## src/rtl/isodata_pkg.sv

```systemverilog
// Shared types and width helpers for the ISODATA cluster statistics stage.
package isodata_pkg;
   localparam int DEF_DATA_WIDTH      = 32;
   localparam int DEF_FRACTIONAL_BITS = 16;
   localparam int DEF_NUM_POINTS      = 128;
   localparam int DEF_CNT_W           = $clog2(DEF_NUM_POINTS + 1);

   typedef enum logic [1:0] {ACCUM, DIV_X, DIV_Y, EMIT} state_t;

   typedef struct packed {
      logic [DEF_CNT_W-1:0]      count;
      logic [DEF_DATA_WIDTH-1:0] centre_x;
      logic [DEF_DATA_WIDTH-1:0] centre_y;
      logic                      is_empty;
      logic                      is_small;
   } cluster_stats_t;

   function automatic int sum_width(int dw, int np);
      return dw + $clog2(np);
   endfunction

   function automatic int clust_width(int nc);
      return (nc > 1) ? $clog2(nc) : 1;
   endfunction
endpackage

```

## src/rtl/isodata_seq_divider.sv

```systemverilog
// Restoring divider: |dividend| / divisor, one quotient bit per cycle, sign applied last.
module isodata_seq_divider #(
   parameter int SW   = 39,
   parameter int DW   = 32,
   parameter int CNTW = 8
) (
   input  logic            clk,
   input  logic            rst,
   input  logic            start,
   input  logic [SW-1:0]   dividend,
   input  logic [CNTW-1:0] divisor,
   output logic            done,
   output logic [DW-1:0]   quotient
);
   localparam int LW = $clog2(SW + 1);

   logic [SW-1:0]   dvd, dvd_src, dvd_nxt;
   logic [CNTW-1:0] rem, rem_src, rem_nxt, dsr, dsr_src;
   logic [CNTW:0]   trial;
   logic [LW-1:0]   left;
   logic            neg;

   // The first quotient bit is produced on the start edge itself.
   always_comb begin
      dvd_src = start ? (dividend[SW-1] ? (~dividend + 1'b1) : dividend) : dvd;
      rem_src = start ? '0 : rem;
      dsr_src = start ? divisor : dsr;
      trial   = {rem_src, dvd_src[SW-1]};
      rem_nxt = trial[CNTW-1:0];
      dvd_nxt = {dvd_src[SW-2:0], 1'b0};
      if (trial >= {1'b0, dsr_src}) begin
         rem_nxt = CNTW'(trial - {1'b0, dsr_src});
         dvd_nxt = {dvd_src[SW-2:0], 1'b1};
      end
   end

   always_ff @(posedge clk or posedge rst) begin
      if (rst) begin
         dvd  <= '0;
         rem  <= '0;
         dsr  <= '0;
         neg  <= 1'b0;
         left <= '0;
         done <= 1'b0;
      end else if (start) begin
         dvd  <= dvd_nxt;
         rem  <= rem_nxt;
         dsr  <= divisor;
         neg  <= dividend[SW-1];
         left <= LW'(SW - 1);
         done <= (SW == 1);
      end else if (left != '0) begin
         dvd  <= dvd_nxt;
         rem  <= rem_nxt;
         left <= left - 1'b1;
         done <= (left == LW'(1));
      end
   end

   assign quotient = DW'(neg ? (~dvd + 1'b1) : dvd);
endmodule

```

## src/rtl/isodata_cluster_stats.sv

```systemverilog
// Accumulates per-cluster counts/sums, then emits one mean-centre record per cluster.
module isodata_cluster_stats
   import isodata_pkg::*;
#(
   parameter int DATA_WIDTH       = DEF_DATA_WIDTH,
   parameter int FRACTIONAL_BITS  = DEF_FRACTIONAL_BITS,
   parameter int NUM_POINTS       = DEF_NUM_POINTS,
   parameter int NUM_CLUSTERS     = 8,
   parameter int MIN_CLUSTER_SIZE = 2
) (
   input  logic                                  clk,
   input  logic                                  rst,
   input  logic                                  in_valid,
   output logic                                  in_ready,
   input  logic [DATA_WIDTH-1:0]                 in_x,
   input  logic [DATA_WIDTH-1:0]                 in_y,
   input  logic [clust_width(NUM_CLUSTERS)-1:0]  in_cluster,
   input  logic                                  in_last,
   output logic                                  out_valid,
   input  logic                                  out_ready,
   output logic [clust_width(NUM_CLUSTERS)-1:0]  out_cluster,
   output logic [$clog2(NUM_POINTS+1)-1:0]       out_count,
   output logic [DATA_WIDTH-1:0]                 out_center_x,
   output logic [DATA_WIDTH-1:0]                 out_center_y,
   output logic                                  out_empty,
   output logic                                  out_small,
   output logic                                  out_last,
   output logic                                  busy
);
   localparam int SW   = sum_width(DATA_WIDTH, NUM_POINTS);
   localparam int CW   = clust_width(NUM_CLUSTERS);
   localparam int CNTW = $clog2(NUM_POINTS + 1);

   if (FRACTIONAL_BITS >= DATA_WIDTH) begin : g_bad_frac
      $error("FRACTIONAL_BITS must be smaller than DATA_WIDTH");
   end

   state_t                state;
   logic [SW-1:0]         sum_x [NUM_CLUSTERS];
   logic [SW-1:0]         sum_y [NUM_CLUSTERS];
   logic [CNTW-1:0]       cnt   [NUM_CLUSTERS];
   logic [CW-1:0]         k;
   logic                  div_pend, div_start, div_done;
   logic [SW-1:0]         div_dvd;
   logic [DATA_WIDTH-1:0] div_q, cx;
   logic [CNTW-1:0]       cnt_k;
   logic                  cnt_small, accept, k_last;

   assign cnt_k     = cnt[k];
   assign cnt_small = int'(cnt_k) < MIN_CLUSTER_SIZE;
   assign k_last    = (k == CW'(NUM_CLUSTERS - 1));
   assign accept    = in_valid && in_ready;
   assign busy      = (state != ACCUM);

   // div_pend marks a fresh cluster: start on x; otherwise a finished x chains into y.
   assign div_start = (state == DIV_X) && (cnt_k != '0) && (div_pend || div_done);
   assign div_dvd   = div_pend ? sum_x[k] : sum_y[k];

   isodata_seq_divider #(.SW(SW), .DW(DATA_WIDTH), .CNTW(CNTW)) u_div (
      .clk      (clk),
      .rst      (rst),
      .start    (div_start),
      .dividend (div_dvd),
      .divisor  (cnt_k),
      .done     (div_done),
      .quotient (div_q)
   );

   always_ff @(posedge clk or posedge rst) begin
      if (rst) begin
         state        <= ACCUM;
         k            <= '0;
         div_pend     <= 1'b0;
         cx           <= '0;
         in_ready     <= 1'b0;
         out_valid    <= 1'b0;
         out_cluster  <= '0;
         out_count    <= '0;
         out_center_x <= '0;
         out_center_y <= '0;
         out_empty    <= 1'b0;
         out_small    <= 1'b0;
         out_last     <= 1'b0;
         for (int i = 0; i < NUM_CLUSTERS; i++) begin
            sum_x[i] <= '0;
            sum_y[i] <= '0;
            cnt[i]   <= '0;
         end
      end else begin
         case (state)
            ACCUM: begin
               in_ready <= 1'b1;
               if (accept) begin
                  if (cnt[in_cluster] != CNTW'(NUM_POINTS)) begin
                     sum_x[in_cluster] <= sum_x[in_cluster] + {{(SW-DATA_WIDTH){in_x[DATA_WIDTH-1]}}, in_x};
                     sum_y[in_cluster] <= sum_y[in_cluster] + {{(SW-DATA_WIDTH){in_y[DATA_WIDTH-1]}}, in_y};
                     cnt[in_cluster]   <= cnt[in_cluster] + 1'b1;
                  end
                  if (in_last) begin
                     state    <= DIV_X;
                     k        <= '0;
                     div_pend <= 1'b1;
                     in_ready <= 1'b0;
                  end
               end
            end
            DIV_X: begin
               if (cnt_k == '0) begin
                  state        <= EMIT;
                  div_pend     <= 1'b0;
                  out_valid    <= 1'b1;
                  out_cluster  <= k;
                  out_count    <= cnt_k;
                  out_center_x <= '0;
                  out_center_y <= '0;
                  out_empty    <= 1'b1;
                  out_small    <= cnt_small;
                  out_last     <= k_last;
               end else if (div_pend) begin
                  div_pend <= 1'b0;
               end else if (div_done) begin
                  cx    <= div_q;
                  state <= DIV_Y;
               end
            end
            DIV_Y: begin
               if (div_done) begin
                  state        <= EMIT;
                  out_valid    <= 1'b1;
                  out_cluster  <= k;
                  out_count    <= cnt_k;
                  out_center_x <= cx;
                  out_center_y <= div_q;
                  out_empty    <= 1'b0;
                  out_small    <= cnt_small;
                  out_last     <= k_last;
               end
            end
            EMIT: begin
               if (out_ready) begin
                  out_valid <= 1'b0;
                  if (k_last) begin
                     state    <= ACCUM;
                     in_ready <= 1'b1;
                     for (int i = 0; i < NUM_CLUSTERS; i++) begin
                        sum_x[i] <= '0;
                        sum_y[i] <= '0;
                        cnt[i]   <= '0;
                     end
                  end else begin
                     k        <= k + 1'b1;
                     div_pend <= 1'b1;
                     state    <= DIV_X;
                  end
               end
            end
            default: state <= ACCUM;
         endcase
      end
   end
endmodule

```

## config.mk

```make
export PLATFORM = sky130hd
export DESIGN_NAME = isodata_cluster_stats
export DESIGN_NICKNAME = d
export VERILOG_FILES = /design/src/rtl/isodata_pkg.sv /design/src/rtl/isodata_seq_divider.sv /design/src/rtl/isodata_cluster_stats.sv
export SDC_FILE = /design/constraint.sdc
export NUM_CORES = 2
export LEC_CHECK = 0
export BUFFER_PORTS_ARGS = -buffer_cell sky130_fd_sc_hd__buf_4
export CELL_PAD_IN_SITES_DETAIL_PLACEMENT = 0
export CELL_PAD_IN_SITES_GLOBAL_PLACEMENT = 1
export CORE_MARGIN = 4
export CORE_UTILIZATION = 55
export CTS_BUF_LIST = sky130_fd_sc_hd__clkbuf_8
export CTS_CLUSTER_DIAMETER = 120
export DETAILED_ROUTE_END_ITERATION = 10
export GPL_TIMING_DRIVEN = 0
export PLACE_DENSITY_LB_ADDON = 0.1
export REMOVE_ABC_BUFFERS = 1
export SETUP_SLACK_MARGIN = 0.02
export SLEW_MARGIN = 40
export SYNTH_ARGS = -nofsm -noshare
export SYNTH_HDL_FRONTEND = slang
export SYNTH_SLANG_ARGS = --single-unit
export TNS_END_PERCENT = 20
```

## constraint.sdc

```tcl
create_clock -name clk -period 57.9 [get_ports clk]
set_input_delay 0 -clock clk [delete_from_list [all_inputs] [get_ports clk]]
set_output_delay 0 -clock clk [all_outputs]
set_load 0.1 [all_outputs]
```

==> results by group <==
CTS
  – Clock Latency Late Sink: between 800 and 900 ps
  – H-tree depth: 4
  – Clock slew at reported path FFs: 60 ps
  – CTS max path bufs: 3
  – CTS tree: built
  – CTS Root Cell: clkbuf_8
  – Post-CTS Hold Fix Bufs: 54
  – Setup Fix Bufs, Post-CTS: 0
  – Clock net sink count: 869
  – Total CTS buffers: 152
  – Post-cts resize count: 0

STA
  – Worst-margin pin slew: 946 ps
  – RSZ-0062 raised after global routing: false
  – Count of final hold-check violations: 5
  – Fmax: 140 MHz
  – Max-slew violations: 0
  – Hold WS: -40.8 ps
  – Max-slew headroom: 36.7%
  – Worst Skew: ~37 ps
  – Final cycle utilization of the critical path: 12.4%
  – TNS Setup: 0 ps
  – Tmin final: between 7000 and 8000 ps
  – Endpoints failing setup: 0

Critical path
  – Reg2reg setup slack: approximately 51000 ps
  – Worst R2R Start: k[0]
  – CP max FO: 26
  – Critical path capture point type: flip-flop
  – CP Class: flip-flop to flip-flop
  – FF-to-FF End: u_div.rem[3]
  – Worst endpoint required time: between 50000 and 60000 ps
  – R2r worst-path depth: 24
  – Crit path from: k[0]
  – Crit path to: u_div.rem[3]
  – Critical path launch point type: flip-flop
  – Worst Path Arrival: 7890 ps

GRT
  – Total gr overflow: 0
  – Tot GR Track Use: a little under two fifths
  – Antenna violations before repair: 3
  – First-pass GRT wire length: 252000 µm
  – Number of global-route vias before repair: 40300
  – Largest net degree at the start of global routing: between 80 and 90

Placed design
  – Port Buffers: 152
  – RePlAce Congestion: 0.849
  – DP Cell Count: approximately 5400
  – Detailed placement HPWL: 115000 µm

Logic synthesis
  – Post-synthesis mux area share: 9.96%
  – Post-synthesis average cell area: 11.0 µm²
  – Post-synth EDFFs: 0
  – YS warnings: 0
  – Largest family of logic cells by synthesized area: compound AO/OA/AOI/OAI gates
  – Async S/R FF share, synth: between 90% and 100%
  – Sequential fraction of the synthesis area: 47.3%
  – Synth Area in Compound Gates: 25.0%
  – #FFs+latches synth: about 870
  – Post-Syn Instances: 4189
  – Main synth FF type: dfrtp_1
  – Post-Synth Simple-Gate Area: 8.59%
  – Cell Area, Synth: around 46000 µm²
  – Synth cell types: 81
  – Synth Area in XOR/XNOR: between 2 and 3%
  – Post-Synth Adder-Cell Area: 2.74%

Detailed routing
  – Vias/cell: 7.06
  – 1st-pass router iterations: 6
  – Final wirelength: 165000 µm
  – # DRC: 0
  – DRT iter0 DRCs: 4865
  – DR WL/cell: 29.0 µm
  – Remaining antenna violation count after routing: 0
  – Via Count: about 40000

Floorplan
  – Die width: 297 µm
  – CORE AREA: between 80000 and 90000 µm²
  – Cell row count: 105
  – Initial Util: 55.7%
  – DIE AREA: between 80000 and 90000 µm²
  – Top Ports: 153
  – Die Ht: 297 µm

Run status
  – Failing checks: hold timing
  – Outcome: complete, but fails checks

Layout
  – Share of layout cells above drive strength 1: 20.9%
  – Non-filler cells, final: around 5700
  – Nets: 4666
  – Area Overhead vs Synth: 19.1%

Flow run
  – Max-Cap Viols: 0

Power and ir drop
  – PD cells: around 51 nW/µm²
  – Max VDD drop: roughly 0.034 mV
  – Lkg Pwr: about 0.025 µW

Worst hold path
  – Hold WC Path Type: input port to flip-flop
## critical path, cell delays in order, from the launching register on
cell	delay [ps]
dfrtp_4	550
buf_12	270
buf_12	280
buf_12	250
buf_12	260
mux4_2	540
a22oi_1	230
nand2_1	310
or4_4	630
or3_4	360
or3_1	390
or2_1	250
nor4_2	260
mux2i_1	140
ha_1	240
nor2b_1	110
o21ai_0	100
a21oi_1	190
o21ai_0	140
a211o_1	320
a21oi_1	390
a21oi_2	210
nor3_1	330
a21oi_1	60
o21ai_0	140
## cells by family after synthesis
kind of cell,after synthesis
AO/OA/AOI/OAI,1597
XOR/XNOR,145
multiplexers,222
flip-flops,869
buffers and inverters,401
adder cells (fa/ha/maj),99
AND/OR/NAND/NOR,856
## worst min path at each step
stage,from,end,slack [ps],cells past startpoint
after global routing,in_x[23],sum_x[296],30,4
final,in_y[26],sum_y[143],-40,5
after floorplan,in_cluster[2],sum_y[275],100,1
after global placement,out_ready,out_valid,350,3
after detailed placement,rst,out_center_y[4],40,2
after CTS,in_y[12],sum_y[207],5,4
## layout by cell type, fill, tap and decap left out, drive strengths merged, types with 8 or more instances in the layout
cell and instances:
dfrtp 869, a22o 520, nand2 456, buf 440, a22oi 377, o21ai 374
clkbuf 191, mux4 187, inv 118, nor2 116, a21oi 107, ha 96
nand4 87, xnor2 85, xor2 60, dlygate4sd3 55, a21o 48, a31oi 37
nor3 30, nand3 26, mux2i 24, nand2b 20, and3 20, nor2b 20
o31ai 20, nor4 19, o21bai 18, and2 17, clkinv 14, mux2 11
a31o 10, or3 10, or2 10, o21a 9, a211oi 9, o311ai 9
o41ai 8, a221oi 8
## synthesized netlist by cell type, types with 9 or more instances
cell        n  area (µm²)
nand2_1   456        1710
a22oi_1   377        2830
dfrtp_1   869       21700
nand2b_1   20         125
ha_1       96        1200
mux2_2     11         124
xor2_1     60         526
nor4_1     16         100
nand3_1    26         130
o21ai_0   358        1790
a31oi_1    37         231
mux4_2    187        4210
xnor2_1    85         744
buf_1      44         165
o21a_1      9        67.6
o21ai_1    16        80.1
a211oi_1    9        67.6
or3_1       9        56.3
a21oi_1   106         531
a21o_1     48         360
o31ai_1    19         143
a22o_1    520        4550
a31o_2     10        87.6
nor2b_1    20         125
clkbuf_1  235         882
mux2i_1    24         240
nor3_1     29         145
o21bai_1   18         135
nand4_1    87         544
nor2_1    116         435
and3_1     20         125
and2_1     17         106
buf_2      52         260
inv_1      56         210
## state kept, by name, summed over array words and instances (netlist names), 2 cells and up
register	cells
u_div.rem	8
out_center_x	32
sum_x	312
sum_y	312
u_div.dvd	39
u_div.dsr	8
u_div.left	6
k	3
cx	32
state	2
cnt	64
out_count	8
out_center_y	32
out_cluster	3
## through the flow
step	instance area (µm²)	utilization (%)	setup slack [ps]	hold slack [ps]	power, µW
global placement	47000	57.0	23680	351	2090
floorplan	44500	-	33480	95.8	1720
finish	54700	66.3	50740	-40.8	2810
detailed placement	51000	61.8	50830	36.4	2190
global route	54700	66.3	50210	32.9	2950
CTS	54600	66.2	50800	5.19	2780
## power breakdown
group          switching, µW  internal (µW)  leakage, µW  total [µW]
combinational            801            496       0.0114        1300
clock                    272            312      0.00180         584
sequential               152            773       0.0119         925
## per-layer routing
layer	share of wire [%]	wire length (µm)	GRT usage (%)
met1	38	62600	48.7
met2	45	73700	56.4
met3	12	19400	10.5
met4	5.4	8930	17.9
met5	0	0	0
## area by class of cell
class                      instances  area, µm²
fill                            6414      27800
clock buffer                     190       2620
timing repair buffer             496       5220
inverter                          57        221
clock inverter                    79        503
sequential                       869      21800
antenna                            3       7.51
tap                             1070       1340
multi-input combinational       2919      23000
Power figures use the tool's default switching activity.
